===== src/rtl/control_sequencer.sv =====
// Multicycle run/step/halt control unit: one-hot phase counter, decode of the
// current instruction into phase-qualified write enables, latched flags and a retire counter.
module control_sequencer #(
  parameter int WIDTH  = 16,
  parameter int NPHASE = 5,
  parameter int CNT_W  = 16
) (
  input  logic              clk,
  input  logic              rst,
  input  logic              exec,
  input  logic              step,
  input  logic [WIDTH-1:0]  instruction,
  input  logic              S,
  input  logic              Z,
  input  logic              C,
  input  logic              V,
  output logic [NPHASE-1:0] phase,
  output logic              running,
  output logic              halted,
  output logic              ir_e,
  output logic              flag_e,
  output logic              mem_w,
  output logic              genr_w,
  output logic              pc_e,
  output logic              branch_taken,
  output logic [3:0]        flags_q,
  output logic [CNT_W-1:0]  instr_count
);

  localparam logic [1:0] ST_IDLE = 2'd0;
  localparam logic [1:0] ST_RUN  = 2'd1;
  localparam logic [1:0] ST_STEP = 2'd2;
  localparam logic [1:0] ST_HALT = 2'd3;
  localparam logic [NPHASE-1:0] PHASE_P0 = {{(NPHASE-1){1'b0}}, 1'b1};

  logic [1:0]        state_q, state_d;
  logic [NPHASE-1:0] phase_q, phase_d;
  logic              stop_pending_q, stop_pending_d;
  logic [3:0]        flag_reg_q, flag_reg_d;
  logic [CNT_W-1:0]  count_q, count_d;

  logic [1:0] op_s;
  logic [2:0] r1_s, r2_s;
  logic [3:0] alu_s;
  logic is_alu_s, is_cmp_s, is_in_s, is_hlt_s, is_ld_s, is_st_s, is_li_s, is_b_s, is_bcc_s;
  logic cond_s, running_s, active_s, halt_now_s;
  logic p_fetch_s, p_exec_s, p_mem_s, p_wb_s;
  logic unused_s;

  assign op_s  = instruction[WIDTH-1 -: 2];
  assign r1_s  = instruction[WIDTH-3 -: 3];
  assign r2_s  = instruction[WIDTH-6 -: 3];
  assign alu_s = instruction[7:4];
  assign unused_s = ^instruction;

  assign is_alu_s = (op_s == 2'b11) &&
                    ((alu_s <= 4'd6) || ((alu_s >= 4'd8) && (alu_s <= 4'd11)));
  assign is_cmp_s = (op_s == 2'b11) && (alu_s == 4'b0101);
  assign is_in_s  = (op_s == 2'b11) && (alu_s == 4'b1100);
  assign is_hlt_s = (op_s == 2'b11) && (alu_s == 4'b1111);
  assign is_ld_s  = (op_s == 2'b00);
  assign is_st_s  = (op_s == 2'b01);
  assign is_li_s  = (op_s == 2'b10) && (r1_s == 3'b000);
  assign is_b_s   = (op_s == 2'b10) && (r1_s == 3'b100);
  assign is_bcc_s = (op_s == 2'b10) && (r1_s == 3'b111);

  // Branch condition evaluated from latched flags {S,Z,C,V}
  always_comb begin
    cond_s = 1'b0;
    case (r2_s)
      3'b000:  cond_s = flag_reg_q[2];
      3'b001:  cond_s = flag_reg_q[3] ^ flag_reg_q[0];
      3'b010:  cond_s = flag_reg_q[2] | (flag_reg_q[3] ^ flag_reg_q[0]);
      3'b011:  cond_s = ~flag_reg_q[2];
      default: cond_s = 1'b0;
    endcase
  end

  assign running_s  = (state_q == ST_RUN) || (state_q == ST_STEP);
  // rst gating keeps every enable quiet during the reset cycle itself
  assign active_s   = rst & running_s;
  assign p_fetch_s  = phase_q[0];
  assign p_exec_s   = phase_q[2];
  assign p_mem_s    = phase_q[NPHASE-2];
  assign p_wb_s     = phase_q[NPHASE-1];
  assign halt_now_s = active_s & p_exec_s & is_hlt_s;

  assign ir_e         = active_s & p_fetch_s;
  assign flag_e       = active_s & p_exec_s & is_alu_s;
  assign mem_w        = active_s & p_mem_s & is_st_s;
  assign genr_w       = active_s & p_wb_s &
                        ((is_alu_s & ~is_cmp_s) | is_in_s | is_ld_s | is_li_s);
  assign pc_e         = active_s & p_wb_s & ~is_hlt_s;
  assign branch_taken = active_s & p_wb_s & (is_b_s | (is_bcc_s & cond_s));

  assign phase       = phase_q;
  assign running     = running_s;
  assign halted      = (state_q == ST_HALT);
  assign flags_q     = flag_reg_q;
  assign instr_count = count_q;

  // Run-control next state, stop request and phase rotation
  always_comb begin
    state_d        = state_q;
    stop_pending_d = stop_pending_q;
    case (state_q)
      ST_IDLE: begin
        if (exec) begin
          state_d = ST_RUN;
        end else if (step) begin
          state_d = ST_STEP;
        end else begin
          state_d = ST_IDLE;
        end
      end
      ST_RUN: begin
        stop_pending_d = stop_pending_q | exec;
        if (halt_now_s) begin
          state_d        = ST_HALT;
          stop_pending_d = 1'b0;
        end else if (p_wb_s && stop_pending_q) begin
          state_d        = ST_IDLE;
          stop_pending_d = 1'b0;
        end else begin
          state_d = ST_RUN;
        end
      end
      ST_STEP: begin
        if (halt_now_s) begin
          state_d = ST_HALT;
        end else if (exec) begin
          state_d = ST_RUN;
        end else if (p_wb_s) begin
          state_d = ST_IDLE;
        end else begin
          state_d = ST_STEP;
        end
      end
      ST_HALT: state_d = ST_HALT;
      default: state_d = ST_IDLE;
    endcase

    if (running_s && !halt_now_s) begin
      phase_d = {phase_q[NPHASE-2:0], phase_q[NPHASE-1]};
    end else begin
      phase_d = PHASE_P0;
    end

    if (flag_e) begin
      flag_reg_d = {S, Z, C, V};
    end else begin
      flag_reg_d = flag_reg_q;
    end

    if (active_s && p_wb_s) begin
      count_d = count_q + CNT_W'(1);
    end else begin
      count_d = count_q;
    end
  end

  // State registers with synchronous active-low reset
  always_ff @(posedge clk) begin
    if (!rst) begin
      state_q        <= ST_IDLE;
      phase_q        <= PHASE_P0;
      stop_pending_q <= 1'b0;
      flag_reg_q     <= 4'b0000;
      count_q        <= '0;
    end else begin
      state_q        <= state_d;
      phase_q        <= phase_d;
      stop_pending_q <= stop_pending_d;
      flag_reg_q     <= flag_reg_d;
      count_q        <= count_d;
    end
  end

endmodule


===== config.mk =====
export PLATFORM = sky130hd
export DESIGN_NAME = control_sequencer
export DESIGN_NICKNAME = d
export VERILOG_FILES = /design/src/rtl/control_sequencer.sv
export SDC_FILE = /design/constraint.sdc
export NUM_CORES = 1
export LEC_CHECK = 0
export ABC_AREA = 0
export ABC_CLOCK_PERIOD_IN_PS = 2700
export CORE_MARGIN = 2
export CORE_UTILIZATION = 40
export CTS_BUF_LIST = sky130_fd_sc_hd__clkbuf_16
export DETAILED_ROUTE_END_ITERATION = 7
export MAX_ROUTING_LAYER = met4
export PLACE_DENSITY = 0.79
export SKIP_LAST_GASP = 1
export SYNTH_ARGS = -nofsm -noshare
export SYNTH_HDL_FRONTEND = slang
export SYNTH_SLANG_ARGS = --single-unit

===== constraint.sdc =====
create_clock -name clk -period 2.7 [get_ports clk]
set_clock_uncertainty 0.15 [all_clocks]
set_input_delay 0.54 -clock clk [delete_from_list [all_inputs] [get_ports clk]]
set_output_delay 0.54 -clock clk [all_outputs]
set_load 0.01 [all_outputs]

* After elaboration in Yosys (flattened, before gate mapping)
Index checks and enable logic that the tools add are counted. Widths: inputs -> output; s select.
Word-level totals: register bits 28, input port bits 24, output and inout bits 33
Operators by class: add/subtract/negate cells 1, order comparisons 3, equal/unequal tests 14, mux-type cells 11, bitwise operators 23, reduce and logical (&&, ||, !) cells 19
Operator list (number):
- $add 16x1->16 const B | 1
- $and 1x1->1 | 13
- $mux 2 | 6
- $logic_and 1x1->1 | 11
- $eq 2x2->1 const B | 4
- $eq 4x4->1 const B | 2
- $pmux 2 s4 | 1
- $eq 3x2->1 const B | 2
- $eq 3x3->1 const B | 2
- $logic_not 3->1 | 2
- $or 1x1->1 | 6
- $eq 2x1->1 const B | 2
- $eq 4x3->1 const B | 1
- $ge 4x4->1 const B | 1
- $le 4x3->1 const B | 1
- $le 4x4->1 const B | 1
- $logic_not 2->1 | 2
- $pmux 1 s4 | 1
- $eq 3x1->1 const B | 1
- $mux 1 | 3
- $not 1->1 | 3
- $logic_or 1x1->1 | 2
- $reduce_and 2->1 | 1
- $logic_not 1->1 | 1
- $xor 1x1->1 | 1

* Depth between registers and ports, before layout
depth in word-level cells 9, gate-level depth with buffers 7

* Least setup slack after synthesis
OpenSTA, ideal clock, no wires.
path type register to output, from reg state_q[0], to out branch_taken, arrival 1.587 ns, setup slack 0.423 ns, stages on the path, launching flop included 7, cell sequence dfxtp_1 > inv_1 > ha_1 > and3_1 > clkbuf_1 > nand4b_1 > nor2_1
On the way: cells in the longest elaborated chain, start to end 5, elaborated cells on any way between the ends 6
Ends and longest elaborated chain:
- start, declared | RTL line 36 | logic [1:0] state_q, state_d;
- start signal, assigned | RTL line 171 | state_q <= state_d;
- $eq 2x1->1 or $eq 2x2->1 (tied branches) | RTL line 79 | assign running_s = (state_q == ST_RUN) || (state_q == ST_STEP);
- $logic_or 1x1->1 * | RTL line 79
- named net running | RTL line 18 | output logic running,
- $and 1x1->1 * | RTL line 81 | assign active_s = rst & running_s;
- $and 1x1->1 * (2 in a row) | RTL line 94 | assign branch_taken = active_s & p_wb_s & (is_b_s | (is_bcc_s & cond_s));
- end, declared | RTL line 25 | output logic branch_taken,
Mark *: on every way through the listed nets, which the timed path passes. The rest lies on a longest branch.

* Final worst setup path
from in instruction[11], to out genr_w
On the way: cells in the longest elaborated chain, start to end 4
Ends and longest elaborated chain:
- start, declared | RTL line 12 | input logic [WIDTH-1:0] instruction,
- $logic_not 3->1 | RTL line 63 | assign is_li_s = (op_s == 2'b10) && (r1_s == 3'b000);
- $logic_and 1x1->1 | RTL line 63
- $or 1x1->1 | RTL line 92 | ((is_alu_s & ~is_cmp_s) | is_in_s | is_ld_s | is_li_s);
- $and 1x1->1 | RTL line 91 | assign genr_w = active_s & p_wb_s &
- end, declared | RTL line 23 | output logic genr_w,
No other way between the ends.

==> metrics.txt <==
DRC viols 0; flop and latch count out of synthesis 28; Seq. cell area 561 um^2; Multi-input gate area approximately 790 um^2; area of the die 3940 um^2; Boundary Pins 57; outcome completed; Routed WL 3300 um; nets roughly 260; final worst slack 0.160 ns; vias in the first global route 1306; Die H around 63 um; fraction of registers with async set/reset 0; Max-slew headroom 0.746; largest net degree at the start of global routing 16; final antenna-violating net count 0; # clock sinks 28; maxcap violations 0; gr usage total 0.182; dpl hpwl 2510 um; critical path capture point type primary output; Vias 1400; crit path time final 2.54 ns; starting density of the core 0.414; r2r setup slk just under 0.5 ns; synthesized instance count between 150 and 200; Hold WS 0.307 ns; Hold-fix buffers, CTS 0; number of DRC markers in iteration 0 between 70 and 80; filler cell count in the final layout 308; synthesized area per cell approximately 8.5 um^2; postcts setup bufs 0; RD Place Congestion 0.767; P_leak 0.823 nW; post-synthesis sequential area ratio 0.405; actual slew at the worst max-slew pin 0.378 ns; Yosys cell types 39; RSZ-0062 raised after global routing no; layout cell share with drive strength beyond 1 0.105; GR Overflow Total 0; area leader, netlist dfxtp_1; CP max FO 2; H-tree Lvls 1; core region area 3340 um^2; crit start category input pin; CTS tree built; clock latency on the worst-skew pair 0.26 ns; Reg2Reg Launch Point state_q[1]; Placement Rows 21; maximum VDD drop 210 uV; Post-synth EDFFs 0; Critical Path RT 2.01 ns; WS Path Type input pin to primary output; f_max about 0.39 GHz; synth warn 0; area delta synth->final 53.9%; first-pass iteration count of the detailed router 4; CTS clk-pin slew, worst paths about 0.06 ns; pwr/cell area 435 nW/um^2; Wirelength per Cell 12.0 um; Worst EP arrival 1.85 ns; Synth Flop Type dfxtp_1; Clock Tree Buf Depth 2; Die Width 62.8 um; largest cells by area after synthesis dfxtp_1 41%, nor2_1 5.7%, ha_1 4.5%; syn_nets approximately 190; vias per std cell ~5; Clock Tree Root clkbuf_16; Synth top area share 0.405; Hold Path Class register to register; global-route wire length before repair 5660 um; fin area 2130 um^2; pre-CTS setup slack -0.111 ns; synthesized area 1380 um^2; count of final setup violators 0; antenna violations before repair 0; Worst setup startpoint instruction[11]; max-slew violations 0; period utilisation layout 0.941; Area after DPL between 2000 and 2500 um^2; post_cts resized 6; hold path startpoint phase[1]; CTS buffer count 3; Final Hold Fails 0; IO buf count 52; diodes inserted 0
==> layer usage <==
layer | vias up | GRT usage | part of all wire
met3 | 4 | 0.0414 | 0.059
met2 | 41 | 0.309 | 0.48
met1 | 643 | 0.215 | 0.45
met5 | - | - | 0
li1 | 712 | - | -
met4 | 0 | 0.0556 | 0.0085
==> synth_stat cells (all sizes together) (2+ instances only) <==
cell    number
a211oi       2
a21o         2
a21oi        9
and2         2
and3         4
clkbuf       3
dfxtp       28
ha           5
inv          5
mux2i        4
nand2       13
nand2b       2
nand3        3
nand4       11
nor2        21
nor2b        3
nor3         6
o21ai       10
or3          6
xnor2        5
xor2         6
==> sequential cells by signal, indices dropped and copies added, names as in the netlist <==
| register | cells |
|---|---|
| flags_q | 4 |
| instr_count | 16 |
| phase | 5 |
| state_q | 2 |
| stop_pending_q | 1 |
==> stage by stage <==
stage | util | total power, mW | setup TNS (ns) | cells
after floorplan | - | 0.514 | 0 | 163
after global placement | 0.612 | 0.591 | -0.384 | 270
after detailed placement | 0.612 | 0.596 | -0.406 | 270
after CTS | 0.636 | 0.930 | 0 | 274
after global routing | 0.638 | 0.962 | 0 | 274
final | 0.638 | 0.925 | 0 | 274
==> worst max-delay path, stage by stage <==
cell and delay, ns:
clkdlybuf4s50_1 0.41, or3_1 0.37, a21oi_1 0.15, o21a_1 0.11
dlygate4sd2_1 0.27
==> path summary, 6_finish.rpt <==
path                            cells after the start         endpoint
worst max-delay path                                5           genr_w
worst min-delay path                                1         phase[2]
worst max register to register                      7  instr_count[15]
worst min register to register                      1         phase[2]
==> where the power goes <==
group	leakage [nW]	switching (mW)	internal [mW]
Combinational	0.558	0.0672	0.0859
Sequential	0.226	0.00859	0.427
Clock	0.0385	0.138	0.199
Total	0.823	0.214	0.711
==> layout make-up <==
cell class | count | area share
Multi-Input combinational cell | 126 | 0.373
Clock buffer | 3 | 0.0353
Timing Repair Buffer | 65 | 0.290
Clock inverter | 1 | 0.00176
Inverter | 5 | 0.00882
Tap cell | 46 | 0.0270
Sequential cell | 28 | 0.263
==> cells by family (layout without fill, tap and decap cells) <==
family,count (synthesis),after routing,share of synthesized area
and+or+nand+nor,76,76,0.291
AOI/OAI and AO/OA,30,30,0.135
DFF,28,28,0.405
adders and majority gates,5,5,0.0452
xor gates and xnor gates,11,11,0.0697
muxes,4,4,0.0290
buffers and inverters,9,74,0.0253
==> cells in the final DEF, fill, tap and decap left out, types with 3 or more instances in the layout <==
| cell | synthesis | final |
|---|---|---|
| clkbuf_16 | 0 | 3 |
| nand2_1 | 13 | 13 |
| xor2_1 | 6 | 6 |
| nor3_1 | 6 | 6 |
| nor2_1 | 21 | 21 |
| buf_4 | 0 | 13 |
| ha_1 | 5 | 4 |
| nor2b_1 | 3 | 3 |
| nand3_1 | 3 | 3 |
| clkdlybuf4s50_1 | 0 | 46 |
| dfxtp_1 | 28 | 28 |
| or3_1 | 4 | 4 |
| nand4_1 | 10 | 10 |
| xnor2_1 | 5 | 5 |
| dlygate4sd2_1 | 0 | 4 |
| mux2i_1 | 4 | 4 |
| o21ai_0 | 10 | 10 |
| a21oi_1 | 9 | 9 |
| inv_1 | 5 | 5 |
No activity file was read; power rests on OpenSTA's default activity.
